[src/rtl/alu_pkg.sv]
// alu_pkg: ALU control codes, alu_op encodings and R-type funct values
package alu_pkg;
  localparam logic [3:0] ALU_AND     = 4'd0;
  localparam logic [3:0] ALU_OR      = 4'd1;
  localparam logic [3:0] ALU_ADD     = 4'd2;
  localparam logic [3:0] ALU_SUB     = 4'd6;
  localparam logic [3:0] ALU_SLT     = 4'd7;
  localparam logic [3:0] ALU_NOR     = 4'd12;
  localparam logic [3:0] ALU_ILLEGAL = 4'd15;
  localparam logic [1:0] OP_ADD   = 2'b00;
  localparam logic [1:0] OP_SUB   = 2'b01;
  localparam logic [1:0] OP_FUNCT = 2'b10;
  localparam logic [1:0] OP_SLT   = 2'b11;
  localparam logic [5:0] F_ADD = 6'h20;
  localparam logic [5:0] F_SUB = 6'h22;
  localparam logic [5:0] F_AND = 6'h24;
  localparam logic [5:0] F_OR  = 6'h25;
  localparam logic [5:0] F_NOR = 6'h27;
  localparam logic [5:0] F_SLT = 6'h2A;
endpackage

[src/rtl/alu_ctl_decode.sv]
// alu_ctl_decode: maps alu_op/funct to the 4-bit ALU control code and flags unsupported functs
module alu_ctl_decode
  import alu_pkg::*;
(
  input  logic [1:0] alu_op,
  input  logic [5:0] funct,
  output logic [3:0] ctl,
  output logic       illegal
);
  logic [3:0] w_fctl;
  // funct lookup for R-type, then alu_op override for the fixed operations
  always_comb begin
    w_fctl  = funct == F_ADD ? ALU_ADD :
              funct == F_SUB ? ALU_SUB :
              funct == F_AND ? ALU_AND :
              funct == F_OR  ? ALU_OR  :
              funct == F_NOR ? ALU_NOR :
              funct == F_SLT ? ALU_SLT : ALU_ILLEGAL;
    ctl     = alu_op == OP_ADD ? ALU_ADD :
              alu_op == OP_SUB ? ALU_SUB :
              alu_op == OP_SLT ? ALU_SLT : w_fctl;
    illegal = (alu_op == OP_FUNCT) && (w_fctl == ALU_ILLEGAL);
  end
endmodule

[src/rtl/id_ex_stage.sv]
// id_ex_stage: ID/EX pipeline register with ALU control decode, operand select and forwarding
module id_ex_stage
  import alu_pkg::*;
#(
  parameter int XLEN = 32
) (
  input  logic            clk,
  input  logic            reset,
  input  logic            stall,
  input  logic            flush,
  input  logic            in_valid,
  input  logic [1:0]      alu_op,
  input  logic [5:0]      funct,
  input  logic            alu_src,
  input  logic [XLEN-1:0] rs_data,
  input  logic [XLEN-1:0] rt_data,
  input  logic [XLEN-1:0] imm,
  input  logic [4:0]      rs_idx,
  input  logic [4:0]      rt_idx,
  input  logic [4:0]      rd_idx,
  input  logic            reg_write,
  input  logic            exmem_reg_write,
  input  logic [4:0]      exmem_rd,
  input  logic [XLEN-1:0] exmem_result,
  input  logic            memwb_reg_write,
  input  logic [4:0]      memwb_rd,
  input  logic [XLEN-1:0] memwb_result,
  output logic            ex_valid,
  output logic [3:0]      alu_ctl,
  output logic [XLEN-1:0] alu_a,
  output logic [XLEN-1:0] alu_b,
  output logic [XLEN-1:0] ex_store_data,
  output logic [4:0]      ex_rd,
  output logic            ex_reg_write,
  output logic            illegal
);
  logic [3:0]      w_ctl;
  logic            w_illegal;
  logic [XLEN-1:0] w_rs_fwd, w_rt_fwd;
  logic            r_valid, r_illegal, r_src, r_reg_write;
  logic [3:0]      r_ctl;
  logic [XLEN-1:0] r_rs_data, r_rt_data, r_imm;
  logic [4:0]      r_rs_idx, r_rt_idx, r_rd;

  alu_ctl_decode u_dec (
    .alu_op (alu_op),
    .funct  (funct),
    .ctl    (w_ctl),
    .illegal(w_illegal)
  );

  // stage registers: reset/flush load a bubble, stall holds, otherwise capture decode outputs
  always_ff @(posedge clk) begin
    if (reset || flush) begin
      r_valid     <= 1'b0;
      r_illegal   <= 1'b0;
      r_src       <= 1'b0;
      r_reg_write <= 1'b0;
      r_ctl       <= '0;
      r_rs_data   <= '0;
      r_rt_data   <= '0;
      r_imm       <= '0;
      r_rs_idx    <= '0;
      r_rt_idx    <= '0;
      r_rd        <= '0;
    end else if (!stall) begin
      r_valid     <= in_valid;
      r_illegal   <= w_illegal;
      r_src       <= alu_src;
      r_reg_write <= reg_write & in_valid & ~w_illegal;
      r_ctl       <= w_ctl;
      r_rs_data   <= rs_data;
      r_rt_data   <= rt_data;
      r_imm       <= imm;
      r_rs_idx    <= rs_idx;
      r_rt_idx    <= rt_idx;
      r_rd        <= rd_idx;
    end
  end

  // forwarding: EX/MEM before MEM/WB, register 0 never forwarded
  always_comb begin
    w_rs_fwd = (exmem_reg_write && exmem_rd != 5'd0 && exmem_rd == r_rs_idx) ? exmem_result :
               (memwb_reg_write && memwb_rd != 5'd0 && memwb_rd == r_rs_idx) ? memwb_result : r_rs_data;
    w_rt_fwd = (exmem_reg_write && exmem_rd != 5'd0 && exmem_rd == r_rt_idx) ? exmem_result :
               (memwb_reg_write && memwb_rd != 5'd0 && memwb_rd == r_rt_idx) ? memwb_result : r_rt_data;
  end

  assign alu_a         = w_rs_fwd;
  assign alu_b         = r_src ? r_imm : w_rt_fwd;
  assign ex_store_data = w_rt_fwd;
  assign ex_valid      = r_valid;
  assign alu_ctl       = r_ctl;
  assign ex_rd         = r_rd;
  assign ex_reg_write  = r_reg_write;
  assign illegal       = r_illegal;
endmodule

[config.mk]
export PLATFORM = sky130hd
export DESIGN_NAME = id_ex_stage
export DESIGN_NICKNAME = d
export VERILOG_FILES = /design/src/rtl/alu_pkg.sv /design/src/rtl/alu_ctl_decode.sv /design/src/rtl/id_ex_stage.sv
export SDC_FILE = /design/constraint.sdc
export NUM_CORES = 1
export LEC_CHECK = 0
export CORE_MARGIN = 2
export CORE_UTILIZATION = 43
export DETAILED_ROUTE_END_ITERATION = 6
export HOLD_SLACK_MARGIN = 0.15
export PLACE_DENSITY = 0.82
export SETUP_SLACK_MARGIN = 0.5
export SKIP_LAST_GASP = 1
export SYNTH_ARGS = -nofsm -noshare
export SYNTH_HDL_FRONTEND = slang
export SYNTH_SLANG_ARGS = --single-unit
[constraint.sdc]
create_clock -name clk -period 3.4 [get_ports clk]
set_clock_uncertainty 0.2 [all_clocks]
set_input_delay 0.68 -clock clk [delete_from_list [all_inputs] [get_ports clk]]
set_output_delay 0.68 -clock clk [all_outputs]
set_load 0.005 [all_outputs]
After elaboration in Yosys (flattened, before gate mapping)
Cells that the tools add are included.
- bits in registers: 119
- input port bits: 202
- memory bits (writable): 0
- ROM bits: 0
- output and inout bits: 108
- latch bits: 0
- logic and storage cells: 53
- memories: 0
- shift-type cells: 0
- muxes and demuxes: 14
- magnitude comparators: 0
- bitwise logic cells: 3
- equality and inequality tests: 14
- reductions and logical operators: 11
- divide/modulo/power cells: 0
- $add $sub $neg: 0
- multipliers: 0
- operators by type and width (kind ; count):
    $mux W32 ; 5
    $eq A6 B6 Y1 const B ; 6
    $mux W4 ; 9
    $eq A5 B5 Y1 ; 4
    $reduce_bool A5 Y1 ; 2
    $logic_and A1 B1 Y1 ; 7
    $eq A2 B2 Y1 const B ; 2
    $eq A4 B4 Y1 const B ; 1
    $and A1 B1 Y1 ; 2
    $eq A2 B1 Y1 const B ; 1
    $logic_not A2 Y1 ; 1
    $logic_or A1 B1 Y1 ; 1
    $not A1 Y1 ; 1

Logic depth before layout (Yosys ltp)
- word-level depth: 11
- mapped depth: 7
- depth with buffers taken out: 5

Hierarchy
Synthesis repeated with hierarchy kept, for this count alone.
- cells, all modules: 914
- area total of the unflattened synthesis: 7384.6 sq um
- modules (own cells, without submodules) (module ; area each (sq um) ; cells an instance ; instances):
    id_ex_stage ; 7275.7 ; 895 ; 1
    alu_ctl_decode ; 108.9 ; 19 ; 1

Least setup slack after synthesis
OpenSTA, ideal clock, no wires.
- path kind: input-to-output
- from: input port exmem_rd[1]
- to: output port alu_b[0]
- stages on the path: 7
- path buffers: 2
- path slack: 0.300 ns
- arrival: 2.220 ns
- data required time: 2.520 ns
- cells stage by stage: or4_4 -> o211ai_4 -> or2_1 -> buf_6 -> buf_12 -> a31oi_4 -> mux2_2
- word-level cells in the longest chain between the ends: 5
- ends and longest elaborated chain (element ; RTL line ; text):
    start, declared ; id_ex_stage.sv:23 ; input logic [4:0] exmem_rd,
    $reduce_bool A5 Y1 ; id_ex_stage.sv:85 ; w_rt_fwd = (exmem_reg_write && exmem_rd != 5'd0 && exmem_rd == r_rt_idx) ? exmem_result :
    $logic_and A1 B1 Y1 ; id_ex_stage.sv:85 ;
    $logic_and A1 B1 Y1 * ; id_ex_stage.sv:85 ;
    $mux W32 * ; id_ex_stage.sv:85 ;
    net ex_store_data[0] ; id_ex_stage.sv:32 ; output logic [XLEN-1:0] ex_store_data,
    $mux W32 * ; id_ex_stage.sv:90 ; assign alu_b = r_src ? r_imm : w_rt_fwd;
    end, declared ; id_ex_stage.sv:31 ; output logic [XLEN-1:0] alu_b,
Mark *: on every way through the listed nets, which the timed path passes. The rest lies on a longest branch.

Worst setup path in the final report
- from: input port exmem_rd[2]
- to: output port alu_b[30]
- word-level cells in the longest chain between the ends: 5
- ends and longest elaborated chain (element ; RTL line):
    $reduce_bool A5 Y1 ; id_ex_stage.sv:85
    $logic_and A1 B1 Y1 ; id_ex_stage.sv:85
    $logic_and A1 B1 Y1 * ; id_ex_stage.sv:85
    $mux W32 * ; id_ex_stage.sv:85
    $mux W32 * ; id_ex_stage.sv:90
Every way passes the cells marked *; elsewhere a longest branch is shown, timed or not.

==> flow_summary.ini <==
[clock_network]
cts_tree = done
cts_max_level = 4
ctsHoldBuffers = 0
ctsLongestPathBuffers = 2
clock_latency_ns = 0.41
root_buffer = clkbuf_16
path_clk_slew_ns = 0.05
clock_sinks = 119
cts_buffers = 17

[pwr]
seqPwrFrac_pct = 33.0
total_leakage_power_nw = 5.885
ir_drop_mv = 0.3604
p_int_mw = 3.271
p_sw_mw = 1.213
sw_frac_of_total_pct = 27.06
p_comb_share_pct = 25.5
finalPower_mw = 4.484
powerDensity_nw_per_um2 = 327.2
clkPwrFrac_pct = 41.5

[hold_path]
hold_depth = 2
hold_class = reg2reg

[worst_setup_path]
worstSetupStartpointType = primary input
r2r_cells = 3
critPathMaxFanout = 6
critPathArrivalTime_ns = 2.65
worstPathRequired_ns = 2.52
critPathCaptureType = output port
critical_path_class = in2out

[logic_synthesis]
synth_area_sq_um = 6973
synth_cells = 766
synth_nets = 968
seq_area_frac_synth_pct = 34.16
ys_ff_latch = 119
yosysUniqueCellTypes = 37
syn_avg_cell_area_sq_um = 9.103
yosys_warnings = 0

[global_routing]
overflow = 0
antenna_found_initial = 2
grt_pass1_vias = 8534
grtUsageTotal_pct = 36.59
grt_pass1_wl_microns = 48920
grt_max_degree = 49

[floorplan]
core_sq_um = 15890
dieArea_sq_um = 17250
die_x_microns = 131.3
die_y_microns = 131.3
rows = 46
floorplan.initialDensity_pct = 43.90
ios = 310

[outcome]
failed_checks = negative setup slack
status = finished with violations

[cells_and_area]
multiInputGateArea_sq_um = 5065
ff_latch_area_sq_um = 2394
instances_no_fill = 1437
drive_gt1_share_pct = 39.62
num-nets-final = 1409
fill_cells = 758
areaGrowthSynthToFinish_pct = 96.54

[route]
drt_iter0_drc = 640
firstDrtPassIters = 5
routed_wl_microns = 36140
num_vias = 8383
route.detailed.drc = 0
vias_per_cell = 5.834
postRouteAntennaNets = 0
drt-wirelength-per-cell_microns = 25.15

[sta]
fmax_ghz = 0.2830
fin_ws_ns = -0.1330
finalHoldViolCount = 0
rsz0062_at_grt = true
slew_headroom_pct = 60.55
tns_ns = -2.809
worst_pin_slew_ns = 0.5917
setup_viol = 45
whs_ns = 0.2608
post-route-period-util_pct = 103.9
fin_crit_ns = 3.533
slew_viol_final = 0

[place]
dp.cells = 1307
place.gp.congestion = 0.8893
hpwlAfterDp_microns = 17330
io_buffers = 309

[flow_run]
drv_cap = 0
per-layer routing:
layer | global-route usage, % | up-vias | wire length [microns]
met2 | 65.99 | 617 | 18170
met1 | 39.34 | 4014 | 12500
li1 | - | 3551 | -
met5 | 0 | - | 0
met3 | 8.681 | 201 | 2991
met4 | 20.23 | 0 | 2479
cell usage in the layout, fill, tap and decap left out, drive strengths merged, types with 33 or more instances in the layout:
cell type / Yosys / layout
inv: 35 / 35
dfxtp: 119 / 119
mux2: 33 / 33
nor2: 149 / 149
a21oi: 37 / 37
clkdlybuf4s50: 0 / 200
buf: 23 / 278
mux2i: 145 / 145
nor3: 34 / 34
or3: 33 / 33
o21ai: 35 / 35
synthesized netlist by cell type (all sizes together):
cell type	number	area [sq um]
xnor2	18	157.7
nand3	1	5.000
nand4	3	18.77
nor3b	1	7.510
o21ai	35	175.2
inv	35	131.4
o311ai	1	8.760
mux2i	145	1451
or4	2	18.77
a21oi	37	185.2
nor3	34	170.2
o31a	2	17.52
a2111oi	1	8.760
mux2	33	371.6
nor2	149	559.3
a31oi	32	650.6
nand2b	2	12.51
clkbuf	40	150.1
a211o	1	8.760
o211ai	1	21.27
nand2	10	37.54
buf	23	151.4
nor2b	1	6.260
a211oi	1	12.51
or3	33	206.5
xor2	3	26.28
dfxtp	119	2382
nand3b	1	7.510
or2	2	12.52
flip-flops by register name (all words and copies together) (netlist names):
signal and flops:
r_rt_idx 5, ex_reg_write 1, ex_rd 5, r_rt_data 32, alu_ctl 4, r_src 1
r_rs_idx 5, r_rs_data 32, ex_valid 1, r_imm 32, illegal 1
through the flow:
stage	utilization, %	instance area (sq um)	setup WS [ns]
after global routing	86.27	13700	-0.1689
after detailed placement	68.14	10820	-0.7227
final	86.27	13700	-0.1330
after global placement	68.14	10820	-0.6872
after CTS	81.95	13020	-0.09982
after floorplan	-	6978	0.2996
power by group through the flow:
| stage | clock network (mW) | registers, mW | logic (mW) |
|---|---|---|---|
| after floorplan | 0 | 1.49 | 0.330 |
| after global placement | 0 | 1.50 | 0.829 |
| after detailed placement | 0 | 1.50 | 0.840 |
| after CTS | 1.85 | 1.47 | 1.01 |
| after global routing | 1.94 | 1.48 | 1.18 |
| final | 1.86 | 1.48 | 1.14 |
kinds of logic after synthesis:
kind of cell / synth area share [%]
multiplexers: 26.14
buffers and inverters: 6.208
AND/OR/NAND/NOR: 15.23
XOR/XNOR: 2.638
AO/OA/AOI/OAI: 15.61
flip-flops: 34.16
repair_timing:
item,4_1_cts,5_1_grt
pin swaps,38,24
endpoints found under the setup margin,96,96
gates cloned,20,1
setup buffers,56,20
resized for setup,639,136
worst paths after layout:
check | start | to | slack, ns
worst max-delay path | exmem_rd[2] | alu_b[30] | -0.13
worst min-delay path | alu_ctl[2]$_SDFFE_PP0N_ | alu_ctl[2]$_SDFFE_PP0N_ | 0.26
worst max register to register | r_src$_SDFFE_PP0N_ | r_src$_SDFFE_PP0N_ | 1.96
worst min register to register | alu_ctl[2]$_SDFFE_PP0N_ | alu_ctl[2]$_SDFFE_PP0N_ | 0.26
critical path: stages:
cell	delay (ns)
buf_6	0.09
or4_4	0.55
o211ai_4	0.21
or2_4	0.23
buf_12	0.14
buf_12	0.13
buf_6	0.11
a31oi_4	0.09
mux2_4	0.30
buf_6	0.12
final cells by class:
class	count	share of cell area, %
repair buffers	485	38.27
multi-input cells	549	36.96
flip-flops and latches	119	17.47
clock buffers	24	3.661
well taps	216	1.972
inverters	35	0.9586
clock inverters	7	0.6756
diodes	2	0.03652
Power figures use the tool's default switching activity.
